**src/rtl/relu_backward_gate.sv**
```systemverilog
// relu_backward_gate
//   Backward (gradient) half of the pipelined ReLU stage. Every accepted
//   forward pre-activation sample leaves a 1-bit derivative mask in a FIFO
//   (mask = 1 only for strictly positive samples). Returning upstream
//   gradients consume those masks in the same order, and the gated gradient
//   (mask ? grad_in : 0) comes out through a single output register.
//
// Ports
//   clk, rst        rising-edge clock, synchronous active-high reset
//   flush           synchronous clear of mask FIFO and output stage
//   fwd_*           forward pre-activation stream (valid/ready/act)
//   grad_in_*       upstream gradient stream (valid/ready/data)
//   grad_out_*      gated gradient stream (valid/ready/data)
//   mask_count      number of masks currently stored
//   gated_count     saturating count of gradients zeroed since reset
module relu_backward_gate #(
  parameter int DATA_WIDTH = 16,
  parameter int DEPTH      = 64,
  parameter int CNT_WIDTH  = 16
) (
  input  logic                    clk,
  input  logic                    rst,
  input  logic                    flush,
  input  logic                    fwd_valid,
  output logic                    fwd_ready,
  input  logic [DATA_WIDTH-1:0]   fwd_act,
  input  logic                    grad_in_valid,
  output logic                    grad_in_ready,
  input  logic [DATA_WIDTH-1:0]   grad_in,
  output logic                    grad_out_valid,
  input  logic                    grad_out_ready,
  output logic [DATA_WIDTH-1:0]   grad_out,
  output logic [$clog2(DEPTH):0]  mask_count,
  output logic [CNT_WIDTH-1:0]    gated_count
);

  localparam int PTR_W = $clog2(DEPTH);
  localparam int CNT_W = PTR_W + 1;
  localparam logic [CNT_W-1:0]     FULL_COUNT = CNT_W'(DEPTH);
  localparam logic [CNT_WIDTH-1:0] GATED_MAX  = '1;

  logic [DEPTH-1:0]      mask_mem_q, mask_mem_d;
  logic [PTR_W-1:0]      wr_ptr_q, wr_ptr_d;
  logic [PTR_W-1:0]      rd_ptr_q, rd_ptr_d;
  logic [CNT_W-1:0]      mask_count_q, mask_count_d;
  logic [DATA_WIDTH-1:0] grad_out_q, grad_out_d;
  logic                  grad_out_valid_q, grad_out_valid_d;
  logic [CNT_WIDTH-1:0]  gated_count_q, gated_count_d;

  logic fwd_mask_s;
  logic pop_mask_s;
  logic push_s;
  logic pop_s;

  // Readies come from registered state only, so a pop never frees a slot
  // for a push in the same cycle and an empty FIFO is never bypassed.
  assign fwd_ready     = (mask_count_q != FULL_COUNT);
  assign grad_in_ready = (mask_count_q != '0) & (~grad_out_valid_q | grad_out_ready);

  // Zero and negative pre-activations both have a zero derivative.
  assign fwd_mask_s = ~fwd_act[DATA_WIDTH-1] & (fwd_act != '0);
  assign pop_mask_s = mask_mem_q[rd_ptr_q];

  // Handshakes seen during a flush cycle are discarded.
  assign push_s = fwd_valid & fwd_ready & ~flush;
  assign pop_s  = grad_in_valid & grad_in_ready & ~flush;

  // Next-state logic for the mask FIFO, output register and gated counter.
  always_comb begin
    mask_mem_d       = mask_mem_q;
    wr_ptr_d         = wr_ptr_q;
    rd_ptr_d         = rd_ptr_q;
    mask_count_d     = mask_count_q;
    grad_out_d       = grad_out_q;
    grad_out_valid_d = grad_out_valid_q;

    if (flush) begin
      wr_ptr_d         = '0;
      rd_ptr_d         = '0;
      mask_count_d     = '0;
      grad_out_d       = '0;
      grad_out_valid_d = 1'b0;
    end else begin
      if (push_s) begin
        mask_mem_d[wr_ptr_q] = fwd_mask_s;
        wr_ptr_d             = wr_ptr_q + PTR_W'(1);
      end else begin
        wr_ptr_d = wr_ptr_q;
      end

      if (pop_s) begin
        rd_ptr_d = rd_ptr_q + PTR_W'(1);
      end else begin
        rd_ptr_d = rd_ptr_q;
      end

      case ({push_s, pop_s})
        2'b10:   mask_count_d = mask_count_q + CNT_W'(1);
        2'b01:   mask_count_d = mask_count_q - CNT_W'(1);
        default: mask_count_d = mask_count_q;
      endcase

      // grad_out keeps its value when the beat drains; only valid drops.
      if (pop_s) begin
        grad_out_d       = pop_mask_s ? grad_in : '0;
        grad_out_valid_d = 1'b1;
      end else if (grad_out_ready) begin
        grad_out_valid_d = 1'b0;
      end else begin
        grad_out_valid_d = grad_out_valid_q;
      end
    end

    // Survives flush; pop_s is already suppressed in a flush cycle.
    if (pop_s && !pop_mask_s && (gated_count_q != GATED_MAX)) begin
      gated_count_d = gated_count_q + CNT_WIDTH'(1);
    end else begin
      gated_count_d = gated_count_q;
    end
  end

  // State registers with synchronous reset.
  always_ff @(posedge clk) begin
    if (rst) begin
      mask_mem_q       <= '0;
      wr_ptr_q         <= '0;
      rd_ptr_q         <= '0;
      mask_count_q     <= '0;
      grad_out_q       <= '0;
      grad_out_valid_q <= 1'b0;
      gated_count_q    <= '0;
    end else begin
      mask_mem_q       <= mask_mem_d;
      wr_ptr_q         <= wr_ptr_d;
      rd_ptr_q         <= rd_ptr_d;
      mask_count_q     <= mask_count_d;
      grad_out_q       <= grad_out_d;
      grad_out_valid_q <= grad_out_valid_d;
      gated_count_q    <= gated_count_d;
    end
  end

  assign mask_count     = mask_count_q;
  assign gated_count    = gated_count_q;
  assign grad_out       = grad_out_q;
  assign grad_out_valid = grad_out_valid_q;

  relu_backward_gate_chk #(
    .DATA_WIDTH (DATA_WIDTH),
    .DEPTH      (DEPTH)
  ) u_chk (
    .clk            (clk),
    .rst            (rst),
    .flush          (flush),
    .fwd_valid      (fwd_valid),
    .fwd_ready      (fwd_ready),
    .grad_in_valid  (grad_in_valid),
    .grad_in_ready  (grad_in_ready),
    .grad_out_valid (grad_out_valid_q),
    .grad_out_ready (grad_out_ready),
    .grad_out       (grad_out_q),
    .mask_count     (mask_count_q)
  );

endmodule

// relu_backward_gate_chk
//   Protocol checker: no pop from an empty FIFO, no push into a full FIFO,
//   grad_out held stable while stalled by backpressure.
module relu_backward_gate_chk #(
  parameter int DATA_WIDTH = 16,
  parameter int DEPTH      = 64
) (
  input logic                   clk,
  input logic                   rst,
  input logic                   flush,
  input logic                   fwd_valid,
  input logic                   fwd_ready,
  input logic                   grad_in_valid,
  input logic                   grad_in_ready,
  input logic                   grad_out_valid,
  input logic                   grad_out_ready,
  input logic [DATA_WIDTH-1:0]  grad_out,
  input logic [$clog2(DEPTH):0] mask_count
);

  localparam int CNT_W = $clog2(DEPTH) + 1;
  localparam logic [CNT_W-1:0] FULL_COUNT = CNT_W'(DEPTH);

  logic                  hold_q, hold_d;
  logic [DATA_WIDTH-1:0] hold_data_q, hold_data_d;

  // Remember whether the output beat was stalled and what it carried.
  always_comb begin
    hold_d      = grad_out_valid & ~grad_out_ready & ~flush;
    hold_data_d = grad_out;
  end

  // Stall-tracking registers.
  always_ff @(posedge clk) begin
    if (rst) begin
      hold_q      <= 1'b0;
      hold_data_q <= '0;
    end else begin
      hold_q      <= hold_d;
      hold_data_q <= hold_data_d;
    end
  end

  // Handshake and stability assertions.
  always_ff @(posedge clk) begin
    if (!rst && !flush) begin
      assert (!(grad_in_valid && grad_in_ready) || (mask_count != '0))
        else $error("relu_backward_gate: pop with empty mask FIFO");
      assert (!(fwd_valid && fwd_ready) || (mask_count != FULL_COUNT))
        else $error("relu_backward_gate: push into full mask FIFO");
    end
    if (!rst && hold_q) begin
      assert (grad_out_valid && (grad_out == hold_data_q))
        else $error("relu_backward_gate: grad_out changed under backpressure");
    end
  end

endmodule

```
**config.mk**
```make
export PLATFORM = sky130hd
export DESIGN_NAME = relu_backward_gate
export DESIGN_NICKNAME = d
export VERILOG_FILES = /design/src/rtl/relu_backward_gate.sv
export SDC_FILE = /design/constraint.sdc
export NUM_CORES = 1
export LEC_CHECK = 0
export ABC_CLOCK_PERIOD_IN_PS = 8750
export CORE_MARGIN = 2
export CORE_UTILIZATION = 55
export CTS_CLUSTER_DIAMETER = 100
export DETAILED_ROUTE_END_ITERATION = 10
export PLACE_DENSITY_LB_ADDON = 0.12
export SLEW_MARGIN = 5
export SYNTH_ARGS = -nofsm -noshare
export SYNTH_HDL_FRONTEND = slang
export SYNTH_SLANG_ARGS = --single-unit
```
**constraint.sdc**
```tcl
create_clock -name clk -period 8.75 [get_ports clk]
set_clock_uncertainty 0.05 [all_clocks]
set_input_delay 0.875 -clock clk [delete_from_list [all_inputs] [get_ports clk]]
set_output_delay 0.875 -clock clk [all_outputs]
set_load 0.005 [all_outputs]
```
==> impl_metrics.env <==
export IMPL_clk_latency_ps=520
export IMPL_finalPower_mw=1.34
export IMPL_fin_crit_ps=4010
export IMPL_synth_area_leaders="dfxtp_1 41%, nor2_1 7.5%, mux2i_1 6.4%"
export IMPL_io_buffers=79
export IMPL_syn_nets=717
export IMPL_fmax_ghz=0.249
export IMPL_holdPathStages=2
export IMPL_ios=80
export IMPL_vias=5119
export IMPL_maxSlewHeadroom_pct=24.8
export IMPL_status="finished, final reports clean"
export IMPL_grt_start_max_net_pins=84
export IMPL_drv_slew=0
export IMPL_wl_per_cell_um=16.5
export IMPL_grt_antenna_before_repair=0
export IMPL_hold_buffers=0
export IMPL_hold_path_class="register to register"
export IMPL_drv_cap=0
export IMPL_power_leakage_nw=2.63
export IMPL_area_growth_pct=26.1
export IMPL_internal_power_mw=1.07
export IMPL_min_to="mask_mem_q[24]"
export IMPL_die_area_um2=11100
export IMPL_die_y_um=105
export IMPL_path_class="primary input to register"
export IMPL_grt_overflow=0
export IMPL_cts_sinks=116
export IMPL_path_max_fanout=20
export IMPL_regToRegSetupSlack_ps=4850
export IMPL_drive_gt1_share_pct=9.30
export IMPL_root_buffer="clkbuf_8"
export IMPL_r2r_cells=14
export IMPL_detail_route_antenna_nets=0
export IMPL_reg2reg_to="mask_count[6]"
export IMPL_numCtsBuffers=17
export IMPL_h_tree_depth=4
export IMPL_clock_power_share_pct=55.8
export IMPL_postCtsSetupBuffers=0
export IMPL_synth_avg_cell_area_um2=8.46
export IMPL_grt_pass1_wl_mm=24.2
export IMPL_netlist_instances=669
export IMPL_antenna_cells=0
export IMPL_worst_setup_path_start_kind="primary input"
export IMPL_drt_pass1_iter_count=5
export IMPL_power_density_nw_per_um2=188
export IMPL_yosysWarnings=0
export IMPL_synth_edf_count=0
export IMPL_r2r_start="mask_count[0]"
export IMPL_initial_core_util_pct=55.8
export IMPL_synth_seq_cells=116
export IMPL_final_area_um2=7130
export IMPL_seq_area_um2=2320
export IMPL_synth_main_ff_cell="dfxtp_1"
export IMPL_fp_dieW_um=105
export IMPL_vdd_ir_drop_max_v=0.000132
export IMPL_gp_congestion=0.834
export IMPL_critPathArrivalTime_ps=4410
export IMPL_core_region_area_um2=10100
export IMPL_std_cell_rows=37
export IMPL_min_from="mask_mem_q[24]"
export IMPL_p_sw_uw=270
export IMPL_cts_path_max_buffers=2
export IMPL_hpwl_mm=9.35
export IMPL_cts_resized=0
export IMPL_netlist_cell_type_count=53
export IMPL_pwr_share_seq_pct=39.8
export IMPL_yosysSeqAreaShare_pct=41.1
export IMPL_sw_frac_of_total_pct=20.2
export IMPL_synth_area_um2=5660
export IMPL_final_nets=778
export IMPL_end_kind="register"
export IMPL_fin_tns_setup_ps=0
export IMPL_clk_pin_slew_worst_paths_ps=60
export IMPL_synth_top_area_cell="dfxtp_1"
export IMPL_finalHoldViolations=0
export IMPL_place_area_um2=6490
export IMPL_yosys_area_top_type_share_pct=41.1
export IMPL_drt_wl_total_mm=14.4
export IMPL_required_ps=9150
export IMPL_drtIter0Drc=466
export IMPL_grt_pass1_vias=4924
export IMPL_viasPerCell=5.83
export IMPL_tritoncts="yes"
export IMPL_fin_crit_sh_pct=45.9
export IMPL_track_usage_pct=27.0
export IMPL_rsz0062_at_grt="false"
export IMPL_drc_errors=0
export IMPL_setup_violations=0
export IMPL_tightest_slew_ps=1120
export IMPL_async_flop_share_pct=0
export IMPL_n_fill_cell=769
export IMPL_p_comb_share_pct=4.4
export IMPL_multiInputGateArea_um2=3110
metal layers:
metal	vias up	wire [um]	GRT usage, %
met5	-	0	0
met1	2470	6330	35.4
met3	13	902	6.25
li1	2465	-	-
met2	171	7080	44.8
met4	0	131	7.05
registers in the layout (all words and copies together), names as in the netlist:
signal / count
mask_mem_q: 64
mask_count: 7
wr_ptr_q: 6
gated_count: 16
grad_out_valid: 1
grad_out: 16
rd_ptr_q: 6
metrics by stage:
step | setup slack, ps | utilization, % | hold WS [ps] | instances
floorplan | 5160 | - | 399 | 669
global placement | 4520 | 64.0 | 407 | 847
detailed placement | 4320 | 64.0 | 414 | 847
CTS | 4830 | 70.3 | 425 | 878
global route | 4470 | 70.3 | 456 | 878
finish | 4740 | 70.3 | 429 | 878
layout by cell type (no fill, tap or decap), types with 4 or more instances in the layout:
| master | n |
|---|---|
| a21oi_1 | 51 |
| and3_1 | 7 |
| buf_4 | 6 |
| bufinv_16 | 5 |
| clkbuf_16 | 16 |
| clkbuf_8 | 4 |
| clkdlybuf4s50_1 | 78 |
| dfxtp_1 | 116 |
| ha_1 | 9 |
| inv_1 | 15 |
| mux2_2 | 6 |
| mux2i_1 | 36 |
| mux4_2 | 10 |
| nand2_1 | 74 |
| nand3_1 | 16 |
| nand4_1 | 17 |
| nor2_1 | 113 |
| nor2b_1 | 8 |
| nor3_1 | 8 |
| nor4_1 | 4 |
| o21ai_0 | 43 |
| o22ai_1 | 16 |
| o31ai_1 | 4 |
| or3_1 | 8 |
| or4_1 | 4 |
| xnor2_1 | 6 |
| xor2_1 | 13 |
area by class of cell:
type                            count  share of cell area [%]
Inverter                           15                   0.790
Multi-Input combinational cell    495                    43.7
Tap cell                          136                    2.39
Clock buffer                       22                    6.49
Timing Repair Buffer               85                    11.7
Clock inverter                      9                    2.46
Sequential cell                   116                    32.6
synth_stat cells (all sizes together) (2+ instances only):
| cell type | instances |
|---|---|
| dfxtp | 116 |
| nor2 | 113 |
| nand2 | 75 |
| a21oi | 52 |
| o21ai | 43 |
| mux2i | 36 |
| clkbuf | 30 |
| nand4 | 17 |
| o22ai | 17 |
| nand3 | 16 |
| inv | 15 |
| buf | 13 |
| xor2 | 13 |
| mux4 | 12 |
| ha | 9 |
| nor3 | 9 |
| nor2b | 8 |
| or3 | 8 |
| and3 | 7 |
| mux2 | 7 |
| xnor2 | 6 |
| nor3b | 4 |
| nor4 | 4 |
| o31ai | 4 |
| or4 | 4 |
| a31oi | 3 |
| and2 | 3 |
| nand2b | 3 |
| nand3b | 3 |
| or2 | 3 |
| a21o | 2 |
| a221oi | 2 |
| a311oi | 2 |
| and3b | 2 |
how the worst max path moves through the flow:
stage             startpoint       endpoint  slack (ps)
6_report       grad_in_valid  mask_count[6]        4740
3_5_place_dp   grad_in_valid  mask_count[6]        4320
2_1_floorplan  grad_in_valid  mask_count[6]        5160
5_1_grt        mask_count[0]  mask_count[6]        4470
4_1_cts        grad_in_valid  mask_count[6]        4830
3_3_place_gp       fwd_valid  mask_count[6]        4520
critical path, cell delays in order:
cell             delay, ps
clkdlybuf4s50_1        460
inv_1                   50
a311oi_2               220
buf_4                  290
nand2b_1               120
inv_1                  140
ha_1                   310
inv_1                  120
fa_1                   400
nor2b_1                190
o21ai_0                160
a21oi_1                210
o21ai_0                120
and3_1                 210
or4_1                  390
a21oi_1                140
cells by family after synthesis:
| group | count (synthesis) | share of synthesized area, % |
|---|---|---|
| buffers and inverters | 58 | 4.36 |
| flip-flops | 116 | 41.1 |
| XOR/XNOR | 19 | 2.94 |
| AO/OA/AOI/OAI | 131 | 13.7 |
| multiplexers | 55 | 12.7 |
| AND/OR/NAND/NOR | 280 | 22.9 |
| adder cells (fa/ha/maj) | 10 | 2.34 |
power by group through the flow:
stage / clock network [mW] / registers, mW / logic [mW]
detailed placement: 0 / 0.544 / 0.0586
CTS: 0.754 / 0.533 / 0.0588
floorplan: 0 / 0.544 / 0.0301
finish: 0.748 / 0.533 / 0.0592
global placement: 0 / 0.544 / 0.0576
global route: 0.777 / 0.533 / 0.0640
Power figures use the tool's default switching activity.
==> RTL edit 1 (config.mk and constraints unchanged) <==
Make the reset (`rst`) asynchronous in 2 clocked blocks. Comments in the files are not updated.
--- a/src/rtl/relu_backward_gate.sv
+++ b/src/rtl/relu_backward_gate.sv
@@ -120,7 +120,7 @@
   end
 
   // State registers with synchronous reset.
-  always_ff @(posedge clk) begin
+  always_ff @(posedge clk or posedge rst) begin
     if (rst) begin
       mask_mem_q       <= '0;
       wr_ptr_q         <= '0;
@@ -197,7 +197,7 @@
   end
 
   // Stall-tracking registers.
-  always_ff @(posedge clk) begin
+  always_ff @(posedge clk or posedge rst) begin
     if (rst) begin
       hold_q      <= 1'b0;
       hold_data_q <= '0;
Check against the original RTL: differs if rst is asserted again (counterexample within 4 cycles, from zero or initial values and one cycle with rst high); with rst held inactive, the same outputs for 4 cycles.
==> RTL edit 1 against the original RTL <==
  * Fmax grew 6.0%
  * Synthesized area is 3.7% higher
  * Design area is 3.0% higher
  * Routed wire length shrank 6.3%
  * Sequential cell count unchanged
  * Count of clock-buffer cells in the layout fell by 2
  * Die area rose by 3.6%
  * Highest routed layer unchanged
  * Utilization rose by 0.79 points
  * Worst setup slack better by 0.23 ns
  * Critical path depth fell by 4
Power is not compared: it rests on default switching activity, and its combinational part moved more than twofold at a synthesized area within 25%.
==> RTL edit 1: results (changes against the original RTL) <==
| Metric | Value |
|---|---|
| Status | `finished clean` |
| WL final | `13.5 mm (-6.3%)` |
| Placer congestion estimate | `0.838 (+0.48%)` |
| Met1 Resource Use GR | `0.318 (-0.0361)` |
| Syn nets | `553 (-23%)` |
| Later-pin clock latency in the skew report | `0.51 ns` |
| Gr usage total | `0.253 (-0.0171)` |
| Worst-path clk slew | `0.06 ns (about the same)` |
| Met2 WL post-DR | `6.95 mm (-1.8%)` |
| XOR/XNOR Fraction of Synth Area | `0.0433 (+0.0139)` |
| Met3 usage | `0.0660 (+0.00352)` |
| YS warnings | `0 (unchanged)` |
| Drt wl/cell | `18.5 um (+13%)` |
| Post-CTS Resized | `0 (unchanged)` |
| Largest net degree at the start of global routing | `70 (-17%)` |
| Compound-Gate Fraction of Synth Area | `0.0563 (-0.0806)` |
| Synth cell count leaders | `116 x dfrtp_1, 79 x nand2_1, 73 x mux2_2, 28 x nor2_1, 18 x xor2_1` |
| Peak supply drop | `0.143 mV` |
| Syn Area/Cell | `11.6 um2 (+37%)` |
| Async set-reset flop share out of synthesis | `1.00 (+1.00)` |
| DP HPWL | `8.71 mm (-6.8%)` |
| Depth of the CTS H-tree | `4 (unchanged)` |
| Worst hold path type | `reg2reg` |
| Met3 WL | `588 um (-35%)` |
| Routing usage on met2 | `0.427 (-0.0212)` |
| Vias in the first global route | `4,337 (-12%)` |
| Max Fanout on Critical Path | `12 (-40%)` |
| Diodes inserted | `0 (unchanged)` |
| Pre-Repair DR Iteration Count | `4 (-1)` |
| Area contributors post-synth | `dfrtp_1 49%, mux2_2 14%, nand2_1 5.1%` |
| Biggest register | `mask_mem_q` |
| Synth Flop Type | `dfrtp_1` |
| Multiplexer share of the synthesized area | `0.197 (+0.0694)` |
| Maximum clock insertion buffer count | `2 (unchanged)` |
| Share of layout cells above drive strength 1 | `0.229 (+0.136)` |
| DR vias/cell | `5.75 (-1.4%)` |
| Leak Pwr | `0.00326 uW` |
| Synth cell types | `49 (-7.5%)` |
| Register area share after synthesis | `0.495 (+0.0841)` |
| TritonCTS buffer count | `17 (unchanged)` |
| First-pass GRT wire length | `22.0 mm (-9.0%)` |
| Worst slew margin | `0.265 (+0.0171)` |
| Clock Root Buffer | `clkbuf_8` |
| Port Buffer Count | `79 (unchanged)` |
| Max reg flops | `64 (unchanged)` |
| Worst EP arrival | `4.12 ns (-0.29 ns)` |
| DRT met1 WL | `5.74 mm (-9.3%)` |
| Placed Cells incl. Taps | `700 (-17%)` |
| Initial DRC count | `226 (-52%)` |
| Post-Synth Adder-Cell Area | `0.0205 (-0.00298)` |
| Final net count | `630 (-19%)` |
RTL edit 1: cell count changes after synthesis, sizes merged, moves of 10 or more:
cell,before,now
nor2,113,28
o22ai,17,0
a22o,0,16
nand4,17,7
o21ai,43,2
dfrtp,0,116
mux2,7,73
mux2i,36,4
clkbuf,30,16
dfxtp,116,0
a21oi,52,7
RTL edit 1: per-stage QoR:
step,hold WS (ns),utilization,setup slack [ns],power (uW),area (um2)
floorplan,0.424,-,4.75,900,5870
global route,0.465,0.711,4.62,1820,7340
detailed placement,0.432,0.656,4.61,1070,6770
global placement,0.425,0.656,4.78,1060,6770
finish,0.433,0.711,4.97,1740,7340
CTS,0.440,0.711,5.00,1750,7340
RTL edit 1: report_power, final:
group,leakage [uW],switching [uW],internal [uW]
clock network,0.000280,234,436
registers,0.00159,66.9,593
logic,0.00140,195,213
total,0.00326,496,1240
RTL edit 1: final cells by class:
cell class	count	area, um2
clock buffer	20	435
timing repair buffer	86	843
fill	722	2980
inverter	7	28.8
multi-input combinational	355	2830
clock inverter	11	135
sequential	116	2900
tap	136	170
RTL edit 1: final timing paths:
path,depth (start not counted),slack [ns],from,endpoint
max,12,4.97,mask_count[0],mask_count[6]
min,1,0.43,gated_count[8],gated_count[8]
max reg2reg,12,4.97,mask_count[0],mask_count[6]
min reg2reg,1,0.43,gated_count[8],gated_count[8]
max in group asynchronous,3,6.61,rst,grad_out[9]
min in group asynchronous,2,0.74,rst,gated_count[7]
RTL edit 1: critical path, cell delays in order (launching register included):
cell,delay (ns)
dfrtp_1,0.45
nor4_1,0.50
nand3_1,0.16
and2_1,0.33
nor3_1,0.66
ha_1,0.39
a21o_1,0.17
a21oi_1,0.24
o21bai_1,0.09
a21oi_1,0.18
mux2i_1,0.23
xnor2_1,0.15
nor2_1,0.06
==> RTL edit 2 (config.mk and constraints unchanged) <==
Without the edit above. `DATA_WIDTH` is set to 16 in 2 places; all go to 20.
--- a/src/rtl/relu_backward_gate.sv
+++ b/src/rtl/relu_backward_gate.sv
@@ -14,7 +14,7 @@
 //   mask_count      number of masks currently stored
 //   gated_count     saturating count of gradients zeroed since reset
 module relu_backward_gate #(
-  parameter int DATA_WIDTH = 16,
+  parameter int DATA_WIDTH = 20,
   parameter int DEPTH      = 64,
   parameter int CNT_WIDTH  = 16
 ) (
@@ -168,7 +168,7 @@
 //   Protocol checker: no pop from an empty FIFO, no push into a full FIFO,
 //   grad_out held stable while stalled by backpressure.
 module relu_backward_gate_chk #(
-  parameter int DATA_WIDTH = 16,
+  parameter int DATA_WIDTH = 20,
   parameter int DEPTH      = 64
 ) (
   input logic                   clk,
Ports: changed (resized fwd_act, grad_in and grad_out); port bits go from 80 to 92. The function was not compared with the original's and may differ.
==> RTL edit 2 against the original RTL <==
  * Design area grew 3.4%
  * Synthesized area grew 3.4%
  * Cell count grew 1.3%
  * Routed wire length grew 1.3%
  * Register-to-register slack gained 0.30 ns
  * Sequential share of layout area is essentially flat
  * Clock power shrank 5.2%
  * Sequential cell count grew 4
  * Power shrank 1.9%
  * Worst setup slack gained 0.18 ns
==> RTL edit 2: results (changes against the original RTL) <==
| Metric | Value |
|---|---|
| Placed inst area | `6770 um2 (+4.3%)` |
| DR vias/cell | `5.90 (+1.2%)` |
| Synth cell types | `60 (+13%)` |
| Initial DRC count | `491 (+5.4%)` |
| Slowest CP cell | `a311oi_1` |
| Hold endpoint | `grad_out[10]` |
| Post-Synth Adder-Cell Area | `0.0227 (-0.000777)` |
| Layout Cells excl Fill | `889 (+1.3%)` |
| Syn Area/Cell | `8.75 um2 (+3.4%)` |
| Worst slew margin | `0.201 (-0.0467)` |
| Drt wl/cell | `16.5 um (about the same)` |
| Multiplexer share of the synthesized area | `0.125 (-0.00208)` |
| Filler Cells Inserted | `783 (+1.8%)` |
| Status | `finished clean` |
| HP Start | `grad_out[10]` |
| CP delay by family, top | `compound AO/OA/AOI/OAI gates` |
| Final net count | `796 (+2.3%)` |
| Area contributors post-synth | `dfxtp_1 41%, mux2i_1 8.0%, nor2_1 6.0%` |
| Peak supply drop | `0.129 mV (-2.0%)` |
| Placed Cells incl. Taps | `857 (+1.2%)` |
| Vias in the first global route | `4,867 (-1.2%)` |
| Share of layout cells above drive strength 1 | `0.0890 (-0.00401)` |
| Max Fanout on Critical Path | `6 (-70%)` |
| WHS | `0.424 ns (-0.00501 ns)` |
| Worst R2R Path Depth | `12 (-2)` |
| Register area share after synthesis | `0.411 (about the same)` |
| XOR/XNOR Fraction of Synth Area | `0.0195 (-0.00996)` |
| Worst EP arrival | `4.17 ns (-0.24 ns)` |
| First-pass GRT wire length | `23.3 mm (-3.6%)` |
| Worst R2R Setup Slack | `5.15 ns (+0.30 ns)` |
| Compound-Gate Fraction of Synth Area | `0.162 (+0.0254)` |
| Gr usage total | `0.255 (-0.0150)` |
| CP max stage delay | `0.61 ns (+0.15 ns)` |
| Largest net degree at the start of global routing | `90 (+7.1%)` |
| Syn nets | `725 (+1.1%)` |
-- RTL edit 2: changes by cell type in the layout (fill, tap and decap cells not counted), moves of 6 or more --
| cell | delta |
|---|---|
| nor2_1 | -21 |
| o22ai_1 | -16 |
| mux2i_1 | +11 |
| o21ai_1 | +7 |
| mux2_2 | -6 |
| a22o_1 | +20 |
| clkdlybuf4s50_1 | +12 |
-- RTL edit 2: cell type report --
class / instances / area, um2 / share of cell area
Clock buffer: 21 / 459 / 0.0623
Clock inverter: 11 / 146 / 0.0199
Inverter: 14 / 52.6 / 0.00713
Multi-Input combinational cell: 491 / 3200 / 0.434
Sequential cell: 120 / 2400 / 0.326
Tap cell: 136 / 170 / 0.0231
Timing Repair Buffer: 96 / 943 / 0.128
-- RTL edit 2: kinds of logic after synthesis --
family / Yosys count
xor+xnor: 13
mux: 60
compound gates: 145
simple gates: 263
buf+inv: 58
flops: 120
fa+ha+maj: 10
-- RTL edit 2: power by group --
part | internal [uW] | switching, uW
sequential | 548 | 2.08
combinational | 27.3 | 28.6
clock | 456 | 253
total | 1030 | 283
-- RTL edit 2: how the worst max path moves through the flow --
| stage | endpoint | from | slack, ns |
|---|---|---|---|
| after floorplan | mask_count[6] | grad_out_ready | 5.42 |
| after global placement | mask_count[6] | grad_out_ready | 4.66 |
| after detailed placement | mask_count[6] | flush | 4.48 |
| after CTS | mask_count[6] | flush | 5.00 |
| after global routing | mask_count[6] | flush | 4.49 |
| final | mask_count[6] | flush | 4.92 |
-- RTL edit 2: per-layer routing --
metal  vias up  share of wire  track usage  wire [um]
li1       2524              -            -          -
met1      2464           0.43        0.334       6230
met2       226           0.48        0.423       7060
met3        33          0.072       0.0438       1060
met4         0          0.019       0.0900        285
met5         -              0            0          0
